<file path="src/rtl/mem_arbiter.sv">
// mem_arbiter: sole owner of the byte-wide RAM port. Arbitrates IQ fetches against SLB
// loads/stores and splits each 1/2/4-byte access into single-byte RAM cycles.
//
// state | meaning
// IDLE  | nothing in flight; arbitration and grant happen here
// RD    | reading bytes for the latched owner (IF or LS), assembling little-endian
// WR    | writing LS store bytes, one per cycle
module mem_arbiter #(
  parameter int ADDR_W     = 32,
  parameter int DATA_W     = 32,
  parameter int STARVE_MAX = 4
) (
  input  logic              clk,
  input  logic              rst,
  input  logic              flush,
  input  logic              if_req_valid,
  input  logic [ADDR_W-1:0] if_req_addr,
  output logic              if_grant,
  output logic              if_done,
  output logic [DATA_W-1:0] if_data,
  input  logic              ls_req_valid,
  input  logic              ls_req_store,
  input  logic [1:0]        ls_req_size,
  input  logic [ADDR_W-1:0] ls_req_addr,
  input  logic [DATA_W-1:0] ls_req_wdata,
  output logic              ls_grant,
  output logic              ls_done,
  output logic [DATA_W-1:0] ls_rdata,
  input  logic [7:0]        mem_din,
  output logic [ADDR_W-1:0] mem_a,
  output logic [7:0]        mem_dout,
  output logic              mem_wr
);

  localparam int SW = $clog2(STARVE_MAX + 1);
  localparam logic [SW-1:0] STARVE_LIM = SW'(STARVE_MAX);

  typedef enum logic [1:0] {
    S_IDLE = 2'd0,
    S_RD   = 2'd1,
    S_WR   = 2'd2
  } state_t;

  state_t            state_q, state_d;
  logic              owner_ls_q, owner_ls_d;
  logic [ADDR_W-1:0] base_q, base_d;
  logic [1:0]        last_q, last_d;
  logic [1:0]        cnt_q, cnt_d;
  logic [DATA_W-1:0] wdata_q, wdata_d;
  logic [DATA_W-1:0] rd_buf_q, rd_buf_d;
  logic [SW-1:0]     starve_q, starve_d;
  logic              if_grant_q, if_grant_d;
  logic              if_done_q, if_done_d;
  logic [DATA_W-1:0] if_data_q, if_data_d;
  logic              ls_grant_q, ls_grant_d;
  logic              ls_done_q, ls_done_d;
  logic [DATA_W-1:0] ls_rdata_q, ls_rdata_d;
  logic [ADDR_W-1:0] mem_a_q, mem_a_d;
  logic [7:0]        mem_dout_q, mem_dout_d;
  logic              mem_wr_q, mem_wr_d;

  logic              arb_if, arb_ls;
  logic              last_byte;
  logic [1:0]        cnt_nx;
  logic [1:0]        ls_last;
  logic [DATA_W-1:0] rd_merge;

  // IF only beats a waiting LS once it has been passed over STARVE_MAX times
  always_comb begin
    arb_if = 1'b0;
    arb_ls = 1'b0;
    if (state_q == S_IDLE && !flush) begin
      arb_if = if_req_valid && (!ls_req_valid || starve_q == STARVE_LIM);
      arb_ls = ls_req_valid && !arb_if;
    end
  end

  always_comb begin
    case (ls_req_size)
      2'd0:    ls_last = 2'd0;
      2'd1:    ls_last = 2'd1;
      default: ls_last = 2'd3;
    endcase
  end

  assign last_byte = (cnt_q == last_q);
  assign cnt_nx    = cnt_q + 2'd1;

  always_comb begin
    rd_merge = rd_buf_q;
    rd_merge[{cnt_q, 3'b000} +: 8] = mem_din;
  end

  // state register
  always_ff @(posedge clk or posedge rst) begin
    if (rst) state_q <= S_IDLE;
    else     state_q <= state_d;
  end

  // next-state logic
  always_comb begin
    state_d = state_q;
    case (state_q)
      S_IDLE: begin
        if (arb_if)      state_d = S_RD;
        else if (arb_ls) state_d = ls_req_store ? S_WR : S_RD;
      end
      S_RD:    if (flush || last_byte) state_d = S_IDLE;
      S_WR:    if (last_byte) state_d = S_IDLE;
      default: state_d = S_IDLE;
    endcase
  end

  // output and datapath logic
  always_comb begin
    owner_ls_d = owner_ls_q;
    base_d     = base_q;
    last_d     = last_q;
    cnt_d      = cnt_q;
    wdata_d    = wdata_q;
    rd_buf_d   = rd_buf_q;
    starve_d   = starve_q;
    if_grant_d = 1'b0;
    if_done_d  = 1'b0;
    if_data_d  = if_data_q;
    ls_grant_d = 1'b0;
    ls_done_d  = 1'b0;
    ls_rdata_d = ls_rdata_q;
    mem_a_d    = mem_a_q;
    mem_dout_d = mem_dout_q;
    mem_wr_d   = mem_wr_q;

    case (state_q)
      S_IDLE: begin
        mem_a_d    = '0;
        mem_dout_d = '0;
        mem_wr_d   = 1'b0;
        if (flush || arb_if)             starve_d = '0;
        else if (arb_ls && if_req_valid) starve_d = starve_q + SW'(1);

        if (arb_if) begin
          if_grant_d = 1'b1;
          owner_ls_d = 1'b0;
          base_d     = if_req_addr;
          last_d     = 2'd3;
          cnt_d      = '0;
          rd_buf_d   = '0;
          mem_a_d    = if_req_addr;
        end else if (arb_ls) begin
          ls_grant_d = 1'b1;
          owner_ls_d = 1'b1;
          base_d     = ls_req_addr;
          last_d     = ls_last;
          cnt_d      = '0;
          rd_buf_d   = '0;
          wdata_d    = ls_req_wdata;
          mem_a_d    = ls_req_addr;
          if (ls_req_store) begin
            mem_wr_d   = 1'b1;
            mem_dout_d = ls_req_wdata[7:0];
          end
        end
      end

      S_RD: begin
        if (flush) begin
          mem_a_d = '0;
          cnt_d   = '0;
        end else if (last_byte) begin
          mem_a_d = '0;
          cnt_d   = '0;
          if (owner_ls_q) begin
            ls_done_d  = 1'b1;
            ls_rdata_d = rd_merge;
          end else begin
            if_done_d = 1'b1;
            if_data_d = rd_merge;
          end
        end else begin
          rd_buf_d = rd_merge;
          cnt_d    = cnt_nx;
          mem_a_d  = base_q + ADDR_W'(cnt_nx);
        end
      end

      // flush is deliberately ignored: a store reaching WR is already committed
      S_WR: begin
        if (last_byte) begin
          mem_wr_d   = 1'b0;
          mem_a_d    = '0;
          mem_dout_d = '0;
          cnt_d      = '0;
          ls_done_d  = 1'b1;
        end else begin
          cnt_d      = cnt_nx;
          mem_a_d    = base_q + ADDR_W'(cnt_nx);
          mem_dout_d = wdata_q[{cnt_nx, 3'b000} +: 8];
        end
      end

      default: begin
        mem_a_d    = '0;
        mem_dout_d = '0;
        mem_wr_d   = 1'b0;
        cnt_d      = '0;
      end
    endcase
  end

  always_ff @(posedge clk or posedge rst) begin
    if (rst) begin
      owner_ls_q <= 1'b0;
      base_q     <= '0;
      last_q     <= '0;
      cnt_q      <= '0;
      wdata_q    <= '0;
      rd_buf_q   <= '0;
      starve_q   <= '0;
      if_grant_q <= 1'b0;
      if_done_q  <= 1'b0;
      if_data_q  <= '0;
      ls_grant_q <= 1'b0;
      ls_done_q  <= 1'b0;
      ls_rdata_q <= '0;
      mem_a_q    <= '0;
      mem_dout_q <= '0;
      mem_wr_q   <= 1'b0;
    end else begin
      owner_ls_q <= owner_ls_d;
      base_q     <= base_d;
      last_q     <= last_d;
      cnt_q      <= cnt_d;
      wdata_q    <= wdata_d;
      rd_buf_q   <= rd_buf_d;
      starve_q   <= starve_d;
      if_grant_q <= if_grant_d;
      if_done_q  <= if_done_d;
      if_data_q  <= if_data_d;
      ls_grant_q <= ls_grant_d;
      ls_done_q  <= ls_done_d;
      ls_rdata_q <= ls_rdata_d;
      mem_a_q    <= mem_a_d;
      mem_dout_q <= mem_dout_d;
      mem_wr_q   <= mem_wr_d;
    end
  end

  assign if_grant = if_grant_q;
  assign if_done  = if_done_q;
  assign if_data  = if_data_q;
  assign ls_grant = ls_grant_q;
  assign ls_done  = ls_done_q;
  assign ls_rdata = ls_rdata_q;
  assign mem_a    = mem_a_q;
  assign mem_dout = mem_dout_q;
  assign mem_wr   = mem_wr_q;

endmodule

</file>
<file path="config.mk">
export PLATFORM = sky130hd
export DESIGN_NAME = mem_arbiter
export DESIGN_NICKNAME = d
export VERILOG_FILES = /design/src/rtl/mem_arbiter.sv
export SDC_FILE = /design/constraint.sdc
export NUM_CORES = 1
export LEC_CHECK = 0
export CORE_UTILIZATION = 51
export DETAILED_ROUTE_END_ITERATION = 8
export PLACE_DENSITY = 0.81
export SETUP_SLACK_MARGIN = 0.15
export SLEW_MARGIN = 20
export SYNTH_ARGS = -nofsm -noshare
export SYNTH_HDL_FRONTEND = slang
export SYNTH_SLANG_ARGS = --single-unit
</file>
<file path="constraint.sdc">
create_clock -name clk -period 9.2 [get_ports clk]
set_input_delay 0.92 -clock clk [delete_from_list [all_inputs] [get_ports clk]]
set_output_delay 0.92 -clock clk [all_outputs]
set_load 0.1 [all_outputs]
</file>
==> flow_metrics.py <==
metrics = {
    "clock_network": {
        "clk-insertion-delay-late_ns": 0.50,
        "path_clk_slew_ns": 0.06,
        "cts.sink_count": 215,
        "tritoncts": "yes",
        "cts_buffers": 22,
        "h-tree-depth": 1,
        "cts_resized": 0,
        "ctsLongestPathBuffers": 3,
        "cts_setup_buffers": 0,
        "cts_root_buffer": "clkbuf_16",
        "cts-hold-fix-buffers": 0,
    },
    "worst_setup_path": {
        "crit_top_cell": "inv_1",
        "rr_startpoint": "cnt_q[0]",
        "critPathCaptureType": "flop",
        "crit_arrival_ns": 4.28,
        "cp_data_required_time_ns": 9.52,
        "crit_type": "reg2reg",
        "reg2reg_depth": 9,
        "crit_path_end": "mem_a[10]",
        "max_stage_delay_ns": 0.87,
        "slowest_stage": "dfrtp_1",
        "critPathLaunchType": "flop",
        "cp_cell_sequence": "inv_1 -> ha_1 -> inv_1 -> fa_1 -> nand4b_1 -> nor2_1 -> and3_1 -> xnor2_1 -> o22ai_1",
        "rrSetupSlack_ns": 5.24,
        "critical_path.startpoint": "cnt_q[0]",
        "reg2reg_to": "mem_a[10]",
        "cp_max_fo": 15,
    },
    "layout": {
        "drive_gt1_frac": 0.0596,
        "final_area_um2": 12800,
        "diodes": 0,
        "stdcell_count": 1442,
        "final_nets": 1319,
        "area_delta_synth_final_pct": 31.1,
    },
    "timing": {
        "finalHoldViolCount": 0,
        "fin_worst_skew_ns": 0.0163,
        "slew_headroom": 0.222,
        "period_needed_ns": 3.96,
        "tightestPinTransition_ns": 1.17,
        "finalSetupViolCount": 0,
        "hold-worst-slack_ns": 0.473,
        "timing.fmax_ghz": 0.253,
        "period_share": 0.430,
        "tns_ns": 0,
        "rsz0062_at_grt": "false",
        "finalMaxSlewViolations": 0,
    },
    "floorplanning": {
        "placementRows": 50,
        "die_x_um": 140,
        "ios": 221,
        "start_util": 0.521,
        "core_um2": 18700,
        "die-height_um": 140,
        "die_area_um2": 19700,
    },
    "place": {
        "dp_hpwl_um": 17000,
        "port_buffers": 220,
        "placed_area_um2": 12000,
        "gp_congestion": 0.829,
        "dp.cells": 1403,
    },
    "grt": {
        "grt_max_degree": 158,
        "grt_pass1_wl_um": 41300,
        "grt_pass1_vias": 8185,
        "grt_usage": 0.263,
        "antenna_found_initial": 0,
        "grt_overflow": 0,
    },
    "drt": {
        "wl_um": 25400,
        "drt_iter0_markers": 687,
        "vias": 8215,
        "first_pass_iters": 5,
        "viasPerCell": 5.70,
        "detail-route-antenna-nets": 0,
        "wl_per_cell_um": 17.6,
        "drcViolationCount": 0,
    },
    "logic_synthesis": {
        "syn_inst": 1009,
        "yosysSeqAreaShare": 0.552,
        "synthesis.nets": 1135,
        "synth_area_um2": 9750,
        "yosys-top-cells-area": "dfrtp_1 55%, nand2_1 8.5%, a21oi_1 5.4%, a22oi_1 3.1%, nor2_1 2.7%",
        "synthDistinctLibCells": 49,
        "ys_warn_count": 0,
        "avgSynthCellArea_um2": 9.66,
        "yosys_register_bits": 215,
        "synth.largest_area_cell": "dfrtp_1",
        "synth_top_area_frac": 0.552,
    },
    "outcome": {
        "status": "finished clean",
    },
    "min_path": {
        "hold_path_class": "reg2reg",
    },
    "run": {
        "drv_cap": 0,
    },
}
## state kept, by name, summed over array words and instances (netlist names)
register / cells
owner_ls_q: 1
if_done: 1
ls_done: 1
ls_rdata: 32
rd_buf_q: 32
starve_q: 3
wdata_q: 32
cnt_q: 2
base_q: 32
mem_wr: 1
ls_grant: 1
mem_a: 32
state_q: 2
last_q: 2
if_data: 32
if_grant: 1
mem_dout: 8
## synth_stat cells (all sizes together)
master / number
a211oi: 1
a21oi: 107
a22oi: 40
a311o: 1
a31o: 1
a31oi: 34
a32o: 2
and2: 4
and3: 11
and3b: 1
and4: 4
buf: 46
clkbuf: 24
dfrtp: 215
fa: 1
ha: 13
inv: 14
mux2: 1
mux4: 8
nand2: 222
nand2b: 3
nand3: 11
nand4: 13
nand4b: 1
nor2: 71
nor2b: 35
nor3: 4
nor3b: 1
nor4: 5
nor4b: 2
o21a: 3
o21ai: 50
o22a: 1
o22ai: 25
o32a: 1
or2: 1
xnor2: 10
xor2: 22
## placed cells by master, fill, tap and decap left out, types with 3 or more instances in the layout
cell / count
o21ai_0: 47
buf_4: 10
clkdlybuf4s50_1: 220
and4_1: 4
ha_1: 13
nor3_1: 3
inv_1: 12
and3_1: 11
nor2b_1: 34
a22oi_1: 40
nand4_1: 13
nand3_1: 11
nand2b_1: 3
o22ai_1: 25
bufinv_16: 4
and2_1: 4
nor2_1: 71
nand2_1: 221
xnor2_1: 10
mux4_2: 8
xor2_1: 22
a21oi_1: 106
dfrtp_1: 215
clkinv_2: 4
clkbuf_8: 4
a31oi_1: 34
clkinvlp_4: 3
clkbuf_16: 23
## per-stage QoR
stage          worst slack (ns)  utilization
3_5_place_dp               5.32        0.641
5_1_grt                    5.01        0.684
6_report                   5.24        0.684
3_3_place_gp               5.43        0.641
4_1_cts                    5.25        0.683
2_1_floorplan              2.40            -
## routing by layer
layer	vias to the layer above	part of all wire	global-route usage
li1	3854	-	-
met1	3973	0.43	0.365
met2	341	0.48	0.424
met3	47	0.068	0.0475
met4	0	0.025	0.0781
met5	-	0	0
## how the worst min path moves through the flow
stage                             from           end  slack, ns  cells after the start
final                      rd_buf_q[9]   rd_buf_q[9]       0.47                      2
after global routing      rd_buf_q[22]  rd_buf_q[22]       0.49                      2
after detailed placement  rd_buf_q[24]  rd_buf_q[24]       0.46                      2
after global placement    rd_buf_q[13]  rd_buf_q[13]       0.45                      2
after floorplan            wdata_q[30]   wdata_q[30]       0.44                      2
after CTS                 rd_buf_q[12]  rd_buf_q[12]       0.48                      2
## logic make-up after synthesis
logic type | Yosys count | share of synthesized area
AND/OR/NAND/NOR | 389 | 0.179
buffers and inverters | 84 | 0.0435
AO/OA/AOI/OAI | 266 | 0.159
flip-flops | 215 | 0.552
adder cells (fa/ha/maj) | 14 | 0.0187
multiplexers | 9 | 0.0196
XOR/XNOR | 32 | 0.0287
## critical path: cells and delay by family, from the launching register on
kind,cells,cell delay (ns)
AND/OR/NAND/NOR,3,0.89
flip-flops,1,0.87
XOR/XNOR,1,0.14
AO/OA/AOI/OAI,1,0.11
adder cells (fa/ha/maj),2,1.23
buffers and inverters,2,0.54
## final cells by class
cell class	instances	area (um2)
clock buffers	28	634
clock inverters	11	163
fillers	1436	5920
inverters	14	67.6
multi-input cells	710	3970
flip-flops and latches	215	5380
well taps	234	293
repair buffers	230	2280
Power is left out: the tool's default activity adds up to more than one toggle a clock period on the data nets, which glitch-free logic cannot reach.
